<file path="config.mk">
export PLATFORM = sky130hd
export DESIGN_NAME = background_restorer
export DESIGN_NICKNAME = d
export VERILOG_FILES = /design/src/rtl/bg_pkg.sv /design/src/rtl/bg_scan_counter.sv /design/src/rtl/background_restorer.sv
export SDC_FILE = /design/constraint.sdc
export NUM_CORES = 1
export LEC_CHECK = 0
export CAP_MARGIN = 20
export CORE_MARGIN = 5
export CORE_UTILIZATION = 45
export CTS_CLUSTER_SIZE = 24
export DETAILED_ROUTE_END_ITERATION = 6
export PLACE_DENSITY = 0.81
export SYNTH_ARGS = -nofsm -noshare
export SYNTH_HDL_FRONTEND = slang
export SYNTH_HIERARCHICAL = 1
export SYNTH_SLANG_ARGS = --single-unit
</file>
<file path="constraint.sdc">
create_clock -name clock -period 8.51 [get_ports clock]
set_clock_uncertainty 0.15 [all_clocks]
set_input_delay 1.702 -clock clock [delete_from_list [all_inputs] [get_ports clock]]
set_output_delay 1.702 -clock clock [all_outputs]
set_load 0.05 [all_outputs]
</file>
<file path="src/rtl/bg_pkg.sv">
// Shared constants, FSM state type and address helper for the background restorer.
package bg_pkg;
    localparam int SCREEN_W = 320;
    localparam int SCREEN_H = 240;
    localparam int COLOR_W  = 9;
    localparam int ADDR_W   = 17;

    typedef enum logic [1:0] {IDLE, SCAN, DRAIN, DONE} state_t;

    // y*320 + x without a multiplier: 320 = 256 + 64
    function automatic logic [ADDR_W-1:0] pix_addr(input logic [8:0] x, input logic [7:0] y);
        logic [ADDR_W-1:0] yy;
        yy = {9'd0, y};
        return (yy << 8) + (yy << 6) + {8'd0, x};
    endfunction
endpackage

</file>
<file path="src/rtl/bg_scan_counter.sv">
// Bounded raster counter: walks (xs..xe, ys..ye) one step per cycle, holds on the last pixel.
module bg_scan_counter (
    input  logic       clock,
    input  logic       reset,
    input  logic       load,
    input  logic       step,
    input  logic [8:0] xs,
    input  logic [8:0] xe,
    input  logic [7:0] ys,
    input  logic [7:0] ye,
    output logic [8:0] cx,
    output logic [7:0] cy,
    output logic       last
);
    logic [8:0] xs_r, xe_r;
    logic [7:0] ye_r;

    assign last = (cx == xe_r) && (cy == ye_r);

    always_ff @(posedge clock or posedge reset) begin
        if (reset) begin
            cx   <= '0;
            cy   <= '0;
            xs_r <= '0;
            xe_r <= '0;
            ye_r <= '0;
        end else if (load) begin
            cx   <= xs;
            cy   <= ys;
            xs_r <= xs;
            xe_r <= xe;
            ye_r <= ye;
        end else if (step && !last) begin
            if (cx == xe_r) begin
                cx <= xs_r;
                cy <= cy + 8'd1;
            end else begin
                cx <= cx + 9'd1;
            end
        end
    end
endmodule

</file>
<file path="src/rtl/background_restorer.sv">
// Copies a full screen or clipped rectangle from the background ROM to the VGA plot port,
// hiding the ROM's one-cycle read latency behind a one-stage pipeline.
module background_restorer
    import bg_pkg::*;
#(
    parameter int SCREEN_W = bg_pkg::SCREEN_W,
    parameter int SCREEN_H = bg_pkg::SCREEN_H,
    parameter int COLOR_W  = bg_pkg::COLOR_W
) (
    input  logic               clock,
    input  logic               reset,
    input  logic               start,
    input  logic               full,
    input  logic [8:0]         rect_x0,
    input  logic [7:0]         rect_y0,
    input  logic [8:0]         rect_w,
    input  logic [7:0]         rect_h,
    input  logic               pause,
    output logic [ADDR_W-1:0]  rom_address,
    input  logic [COLOR_W-1:0] rom_q,
    output logic [8:0]         vga_x,
    output logic [7:0]         vga_y,
    output logic [COLOR_W-1:0] vga_colour,
    output logic               vga_plot,
    output logic               busy,
    output logic               done
);
    localparam logic [9:0] XLAST = 10'(SCREEN_W - 1);
    localparam logic [9:0] YLAST = 10'(SCREEN_H - 1);

    state_t     state, state_n;
    logic       load, issue, last, empty;
    logic [9:0] xe_sum, ye_sum;
    logic [8:0] xs, xe, cx, px;
    logic [7:0] ys, ye, cy, py;
    logic       pv;

    // 10-bit sums so a rectangle hanging off the right/bottom edge clips instead of wrapping
    always_comb begin
        xe_sum = {1'b0, rect_x0} + {1'b0, rect_w} - 10'd1;
        ye_sum = {2'b0, rect_y0} + {2'b0, rect_h} - 10'd1;
        empty  = !full && (rect_w == '0 || rect_h == '0 ||
                           {1'b0, rect_x0} > XLAST || {2'b0, rect_y0} > YLAST);
        if (full) begin
            xs = '0;
            ys = '0;
            xe = XLAST[8:0];
            ye = YLAST[7:0];
        end else begin
            xs = rect_x0;
            ys = rect_y0;
            xe = (xe_sum > XLAST) ? XLAST[8:0] : xe_sum[8:0];
            ye = (ye_sum > YLAST) ? YLAST[7:0] : ye_sum[7:0];
        end
    end

    bg_scan_counter u_cnt (
        .clock (clock),
        .reset (reset),
        .load  (load),
        .step  (issue),
        .xs    (xs),
        .xe    (xe),
        .ys    (ys),
        .ye    (ye),
        .cx    (cx),
        .cy    (cy),
        .last  (last)
    );

    always_ff @(posedge clock or posedge reset) begin
        if (reset) state <= IDLE;
        else       state <= state_n;
    end

    always_comb begin
        state_n = state;
        load    = 1'b0;
        issue   = 1'b0;
        unique case (state)
            IDLE: if (start) begin
                load    = !empty;
                state_n = empty ? DONE : SCAN;
            end
            SCAN: if (!pause) begin
                issue = 1'b1;
                if (last) state_n = DRAIN;
            end
            DRAIN: if (!pause && pv) state_n = DONE;
            DONE:  state_n = IDLE;
            default: state_n = IDLE;
        endcase
    end

    always_ff @(posedge clock or posedge reset) begin
        if (reset) begin
            px <= '0;
            py <= '0;
            pv <= 1'b0;
        end else if (issue) begin
            px <= cx;
            py <= cy;
            pv <= 1'b1;
        end else if (!pause) begin
            pv <= 1'b0;
        end
    end

    // While paused, keep re-reading the held pixel so rom_q is valid the cycle pause drops
    assign rom_address = pause ? pix_addr(px, py) : pix_addr(cx, cy);
    assign vga_x       = px;
    assign vga_y       = py;
    assign vga_colour  = rom_q;
    assign vga_plot    = pv && !pause;
    assign busy        = (state == SCAN) || (state == DRAIN);
    assign done        = (state == DONE);
endmodule

</file>
# --- Word level (Yosys, flattened, before mapping) ---
# Index checks and enable logic that the tools add are counted.
op_classes:
  mux: 25
  reduce_logical: 19
  n_addsub: 10
  div: 0
  n_bitwise: 0
  multipliers: 0
  n_shift: 0
  eq_ne: 10
  n_lt_le_gt_ge: 4
op_table:
  columns: ["cell", "count"]
  rows:
  - ["$mux W9", 6]
  - ["$mux W8", 6]
  - ["$add A16 B14 Y17", 2]
  - ["$add A17 B9 Y17", 2]
  - ["$mux W17", 1]
  - ["$add A9 B9 Y10", 1]
  - ["$gt A10 B8 Y1 const B", 1]
  - ["$gt A10 B9 Y1 const B", 1]
  - ["$mux W2", 5]
  - ["$sub A10 B1 Y10 const B", 1]
  - ["$sub A9 B1 Y10 const B", 1]
  - ["$add A8 B8 Y9", 1]
  - ["$add A9 B1 Y9 const B", 1]
  - ["$eq A9 B9 Y1", 1]
  - ["$gt A9 B9 Y1 const B", 1]
  - ["$logic_not A9 Y1", 1]
  - ["$add A8 B1 Y8 const B", 1]
  - ["$eq A8 B8 Y1", 1]
  - ["$gt A8 B8 Y1 const B", 1]
  - ["$logic_not A8 Y1", 1]
  - ["$pmux W2 S4", 1]
  - ["$mux W1", 6]
  - ["$ne A2 B2 Y1 const B", 3]
  - ["$eq A2 B2 Y1 const B", 2]
  - ["9 further kinds", 20]
word_totals:
  output_inout_bits: 46
  register_bits: 63
  romBits: 0
  mem_bits_rw: 0
  memories: 0
  latch_bits: 0

# --- Longest topological paths before layout ---
# Gate-level depths: netlist of the first run.
depth:
  word_depth: 10
  ltp_mapped: 11
  depth_no_buf: 11

# --- Hierarchy ---
# Netlist of the first run, hierarchy kept.
modules_own_cells:
  columns: ["mod", "cells_per_inst", "instances", "area_each_um2"]
  rows:
  - ["background_restorer", 403, 1, 3390.8]
  - ["bg_scan_counter", 215, 1, 2257.2]

# --- Least setup slack after synthesis of the first run ---
# OpenSTA, ideal clock, no wires.
synth_path:
  path_type: "register to output"
  startpoint: "register py[0], in the netlist vga_y[0]"
  endpoint: "output rom_address[14]"
  path_stages_with_launch: 8
  n_path_buf: 0
  arrival_time_ns: 3.400
  setup_slack_ns: 3.258
  cell_sequence: "dfrtp_1 > fa_1 > ha_1 > a21o_1 > and4_1 > o21ai_0 > xor2_1 > a211oi_1"
synth_between:
  elab_chain_cells: 3
synth_lines:
  columns: ["item", "line_no", "source"]
  rows:
  - ["start, declared", "background_restorer.sv:35", "logic [7:0] ys, ye, cy, py;"]
  - ["start signal, assigned", "background_restorer.sv:102", "py <= cy;"]
  - ["$add A16 B14 Y17", "bg_pkg.sv:14", "return (yy << 8) + (yy << 6) + {8'd0, x};"]
  - ["$add A17 B9 Y17", "bg_pkg.sv:14", null]
  - ["$mux W17", "background_restorer.sv:110", "assign rom_address = pause ? pix_addr(px, py) : pix_addr(cx, cy);"]
  - ["end, declared", "background_restorer.sv:19", "output logic [ADDR_W-1:0] rom_address,"]
# Every way passes these cells.

# --- Worst setup path after layout of the first run ---
layout_path:
  startpoint: "input pause"
  endpoint: "output rom_address[14]"
layout_between:
  elab_chain_cells: 1
layout_lines:
  columns: ["item", "line_no", "source"]
  rows:
  - ["start, declared", "background_restorer.sv:18", "input logic pause,"]
  - ["$mux W17", "background_restorer.sv:110", null]
# Every way passes these cells.

==> results.tsv, run 1 <==
metric	value	unit
min-delay-start	pv$_DFFE_PP0P_	
setup_ws	2.22	ns
place_ws	2.20	ns
grt_pass1_wl	22500	um
setup_tns	0	ns
fin_nets	803	
synthTopCellsByArea	dfrtp_1 (28%), ha_1 (15%), mux2_2 (9.0%), inv_1 (5.8%), xnor2_1 (4.5%)	
peakVddDrop	0.135	mV
total_power	2.40	mW
cts_buffers	9	
track_usage	0.187	
antenna_found_initial	0	
clock_path_buffers	2	
path_cells	clkdlybuf4s50_1 -> inv_1 -> nand2_1 -> a21oi_1 -> a211oi_1 -> clkdlybuf4s50_1	
wl_per_cell	15.3	um
place_hpwl	10400	um
syn-instance-count	618	
slew_headroom	0.357	
start_util	0.453	
min_path_type	reg -> reg	
port_buffers	75	
worst_pin_slew	0.961	ns
path_buf_inv	3	
hold_buffers	0	
worst_setup_path_start_kind	primary input	
hold_depth	1	
vias	4657	
p_leak	3.20	nW
rows	41	
post-route-period-util	0.739	
crit_slowest_cell	clkdlybuf4s50_1	
final_cells	857	
max_freq	159	MHz
regToRegSetupSlack	5.92	ns
avgSynthCellArea	9.14	um2
cts_tree	done	
core_area	12500	um2
syn_area	5650	um2
cts.sinks	63	
grt_pass1_vias	4758	
ys_async_sr_fraction	1.00	
place_area	6500	um2
chipHeight	122	um
crit_required	6.66	ns
hold_viol	0	
die_w	122	um
status	complete, no violations	
wl	13100	um
fin_area	6800	um2
ys.flop_type	dfrtp_1	
seq_area_frac_synth	0.279	
drt-pass1-iter-count	5	
yosysWarnings	6	
grt_max_degree	62	
worstPathArrival	4.44	ns
synth-seq-cells	63	
place_congestion	0.907	
viasPerCell	5.43	
crit_fanout	23	
reg2reg_depth	7	
yosysTopAreaCell	dfrtp_1	
cpPeakStageDelay	1.10	ns
area_growth	20.4	%
cp_common_cell	clkdlybuf4s50_1	
dieArea	14900	um2
drv_cap	0	
antenna_cells	0	
yosysTopAreaCellShare	0.279	
detail-route-antenna-nets	0	
crit_family	buffers and inverters	
path_class	in -> out	
setup_viol	0	
h-tree-depth	3	
slew_viol_final	0	
worstHoldEndpoint	pv$_DFFE_PP0P_	
cts-resized-gates	0	
postCtsSetupRepairBufs	0	
drive_gt1_frac	0.111	
num_io_pins	94	
first_iter_violations	278	
placed_cells	842	
period_needed	6.29	ns
powerDensity	353	nW/um2
globalRouteOverflowTotal	0	
r2r_end	state[1]$_DFFE_PP0P_	
clkTransAtPathRegs	0.05	ns
cts_root_buf	clkbuf_16	
critPathCaptureType	output pin	
clk_latency	0.33	ns
synth_edf_count	0	
drc	0	
synth_cell_types	60	
rsz0062_at_grt	no	
r2r_start	u_cnt/cx[2]$_DFFE_PP0P_	
syn-num-nets	740	
-- cells in the final DEF, fill, tap and decap left out, drive strengths merged, types with 4 or more instances in the layout --
cell type and n:
o21a 4, nand3b 5, nor3 12, nor4 7, xor2 22, o211ai 6
nor2b 5, o211a 4, mux2i 14, a221oi 5, a211oi 4, ha 68
a21oi 20, nand3 13, buf 5, nand4 9, clkbuf 11, fa 6
nor2 34, o21ai 32, a21o 14, and3 9, dfrtp 63, o31ai 4
a21boi 4, inv 87, xnor2 29, clkdlybuf4s50 75, mux2 45, nand2 31
-- cell type report --
type / instances / area [um2]
Clock inverter: 4 / 45.0
Sequential cell: 63 / 1580
Fill cell: 1107 / 5670
Timing Repair Buffer: 80 / 788
Inverter: 87 / 327
Multi-Input combinational cell: 440 / 3590
Tap cell: 172 / 215
Clock buffer: 11 / 253
-- stage by stage --
step           hold slack, ns   util
2_1_floorplan           0.296      -
3_3_place_gp            0.333  0.521
3_5_place_dp            0.337  0.521
4_1_cts                 0.349  0.545
5_1_grt                 0.364  0.545
6_report                0.348  0.545
-- kinds of logic after synthesis --
group	count (synthesis)	synth area share
AND/OR/NAND/NOR	139	0.127
AO/OA/AOI/OAI	117	0.143
buffers and inverters	115	0.0851
adder cells (fa/ha/maj)	74	0.172
flip-flops	63	0.279
multiplexers	59	0.115
XOR/XNOR	51	0.0791
-- cell usage after synthesis (all sizes together) (6+ instances only) --
cell	count
nand2	31
xnor2	29
xor2	22
nand4	9
o21ai	32
and3	9
nor3	12
inv	87
o211ai	6
a21o	14
nor2	34
buf	16
nor4	7
fa	6
dfrtp	63
nand3	13
clkbuf	12
ha	68
mux2i	14
a21oi	20
mux2	45
-- metal layers --
metal  vias up  track usage  routed length [um]  part of all wire
met1      2239        0.243                6180              0.47
met2       122        0.319                6070              0.46
li1       2275            -                   -                 -
met3        21       0.0288                 618             0.047
met5         -            0                   0                 0
met4         0       0.0637                 274             0.021
-- state kept, by name (all words and copies together) (netlist names) --
register / flops
vga_y: 8
u_cnt/cy: 8
u_cnt/cx: 9
vga_x: 9
pv: 1
u_cnt/xe_r: 9
u_cnt/xs_r: 9
state: 2
u_cnt/ye_r: 8
-- worst max-delay path by stage --
| stage | from | end | slack (ns) | depth (start not counted) |
|---|---|---|---|---|
| 2_1_floorplan | vga_y[0]$_DFFE_PP0P_ | rom_address[14] | 3.26 | 7 |
| 3_3_place_gp | pause | rom_address[14] | 2.21 | 6 |
| 4_1_cts | pause | rom_address[14] | 2.18 | 6 |
| 5_1_grt | pause | rom_address[14] | 2.05 | 6 |
| 6_report | pause | rom_address[14] | 2.22 | 6 |
| 3_5_place_dp | pause | rom_address[14] | 2.20 | 6 |
-- report_power, final --
| group | switching [mW] | internal (mW) | total, mW | leakage [nW] |
|---|---|---|---|---|
| logic | 0.844 | 0.601 | 1.45 | 2.28 |
| registers | 0.167 | 0.428 | 0.594 | 0.765 |
| clock network | 0.124 | 0.239 | 0.362 | 0.151 |
| total | 1.13 | 1.27 | 2.40 | 3.20 |
(Power assumes the default switching activity.)
==> run 2, diff against run 1 <==
==> constraint.sdc (replaced) <==
create_clock -name clock -period 6.2 [get_ports clock]
set_clock_uncertainty 0.15 [all_clocks]
set_input_delay 1.24 -clock clock [delete_from_list [all_inputs] [get_ports clock]]
set_output_delay 1.24 -clock clock [all_outputs]
set_load 0.05 [all_outputs]
==> results.tsv, run 2 (synthesized netlist as in run 1, its figures left out) <==
metric	value	unit	change
start_util	0.453		unchanged
fin_nets	804		+0.12%
antenna_cells	0		unchanged
drc	0		unchanged
worstPathArrival	3.70	ns	-0.74 ns
track_usage	0.184		-0.00362
rsz0062_at_grt	no		
crit_slowest_cell	clkdlybuf4s50_1		
status	complete, no violations		
cp_common_cell	fa_1		
cp.depth	8		+2
p_comb_frac	0.600		-0.002
cts_root_buf	clkbuf_16		
crit_family	adder cells		
clock_path_buffers	2		unchanged
cts_tree	done		
clkTransAtPathRegs	0.05	ns	about the same
path_buf_inv	1		-2
period_needed	5.09	ns	
path_cells	fa_1 -> fa_1 -> a21o_1 -> a221oi_1 -> a21oi_1 -> xnor2_1 -> mux2i_1 -> clkdlybuf4s50_1		
slew_viol_final	0		unchanged
grt_max_degree	44		-29%
grt_pass1_wl	22300	um	-0.95%
clk_latency	0.33	ns	about the same
seqCellArea	1580	um2	unchanged
drv_cap	0		unchanged
post-route-period-util	0.821		
switchingPower	1.57	mW	+39%
clkPwrFrac	0.155		+0.004
hold_buffers	0		unchanged
num_io_pins	94		unchanged
cts.sinks	63		unchanged
h-tree-depth	3		unchanged
p_leak	3.19	nW	about the same
finalCoreUtilization	0.547		+0.00161
switching_share	0.474		+0.00148
globalRouteOverflowTotal	0		unchanged
fill_cells	1120		+1.2%
first_iter_violations	247		-11%
crit_fanout	7		-70%
area_growth	20.7	%	
rows	41		unchanged
drive_gt1_frac	0.112		+0.00113
vias	4660		+0.064%
core_area	12500	um2	unchanged
setup_viol	0		unchanged
min_path_type	reg -> reg		
grt_pass1_vias	4711		-0.99%
drt-pass1-iter-count	5		unchanged
slew_headroom	0.268		-0.0897
worst_setup_path_start_kind	register		
hold_viol	0		unchanged
seq_power_share	0.245		-0.002
path_class	reg -> out		
max_freq	196	MHz	
regToRegSetupSlack	3.51	ns	-2.41 ns
cpPeakStageDelay	0.85	ns	-0.25 ns
antenna_found_initial	0		unchanged
hold_depth	1		unchanged
reg2reg_depth	5		-2
total_power	3.32	mW	+38%
powerDensity	486	nW/um2	+38%
detail-route-antenna-nets	0		unchanged
p_int	1.75	mW	+38%
cts_buffers	9		unchanged
place_hpwl	10500	um	+0.58%
chipHeight	122	um	unchanged
setup_tns	0	ns	unchanged
final_cell_mix	inv_1 (87), clkdlybuf4s50_1 (75), ha_1 (68), dfrtp_1 (63), mux2_2 (45)		
cts-resized-gates	0		unchanged
port_buffers	75		unchanged
postCtsSetupRepairBufs	0		unchanged
critPathCaptureType	output pin		
multi_input_area	3590	um2	unchanged
layout_commonest_cell	inv_1		
worst_pin_slew	1.10	ns	+0.138 ns
peakVddDrop	0.170	mV	+26%
place_congestion	0.903		-0.51%
crit_required	4.81	ns	-1.85 ns
dieArea	14900	um2	unchanged
wl	13300	um	+0.89%
die_w	122	um	unchanged
viasPerCell	5.42		-0.17%
wl_per_cell	15.4	um	+0.66%
==> run 2: changes by cell type in the layout (fill, tap and decap cells not counted) <==
cell        change
clkinv_2        -3
buf_4           +1
clkbuf_1        +1
clkinvlp_4      +2
clkinv_4        +1
==> run 2: worst paths after layout <==
check                                        start                   endpoint
min reg2reg                         pv$_DFFE_PP0P_             pv$_DFFE_PP0P_
max reg2reg                   state[0]$_DFFE_PP0P_  u_cnt/ye_r[7]$_DFFE_PP0P_
max                        u_cnt/cy[0]$_DFFE_PP0P_            rom_address[15]
max in group asynchronous                    reset       vga_y[6]$_DFFE_PP0P_
min                                 pv$_DFFE_PP0P_             pv$_DFFE_PP0P_
min in group asynchronous                    reset    u_cnt/cx[3]$_DFFE_PP0P_
==> run 2: per-layer routing <==
| layer | vias up | global-route usage | part of all wire |
|---|---|---|---|
| met1 | 2238 | 0.246 | 0.47 |
| met4 | 0 | 0.0462 | 0.012 |
| li1 | 2276 | - | - |
| met2 | 133 | 0.311 | 0.47 |
| met3 | 13 | 0.0288 | 0.049 |
| met5 | - | 0 | 0 |
==> run 2: power by group through the flow <==
stage,sequential (mW),combinational [mW],clock (mW)
after floorplan,0.906,1.34,0
after global placement,0.802,1.93,0
after detailed placement,0.817,1.98,0
after CTS,0.813,2.00,0.524
after global routing,0.842,2.15,0.539
final,0.813,1.99,0.515
==> run 2: worst register-to-register path, delay by kind of cell (launching register included) <==
| family | cells | cell delay (ns) |
|---|---|---|
| AOI/OAI and AO/OA | 1 | 0.89 |
| buffers and inverters | 2 | 0.54 |
| DFF | 1 | 0.42 |
| muxes | 1 | 0.37 |
| adders and majority gates | 1 | 0.20 |
==> run 2: final cells by class <==
class,instances,area share
inverters,87,0.0479
clock buffers,12,0.0376
repair buffers,81,0.117
clock inverters,4,0.00789
multi-input cells,440,0.527
well taps,172,0.0316
flip-flops and latches,63,0.231
==> run 2: through the flow <==
| step | hold slack (ns) | std cells | instance area, um2 | setup WS [ns] |
|---|---|---|---|---|
| 2_1_floorplan | 0.296 | 618 | 5650 | 1.41 |
| 3_3_place_gp | 0.309 | 843 | 6510 | 1.37 |
| 4_1_cts | 0.329 | 859 | 6820 | 1.09 |
| 5_1_grt | 0.353 | 859 | 6820 | 0.911 |
| 3_5_place_dp | 0.316 | 843 | 6510 | 1.38 |
| 6_report | 0.327 | 859 | 6820 | 1.11 |
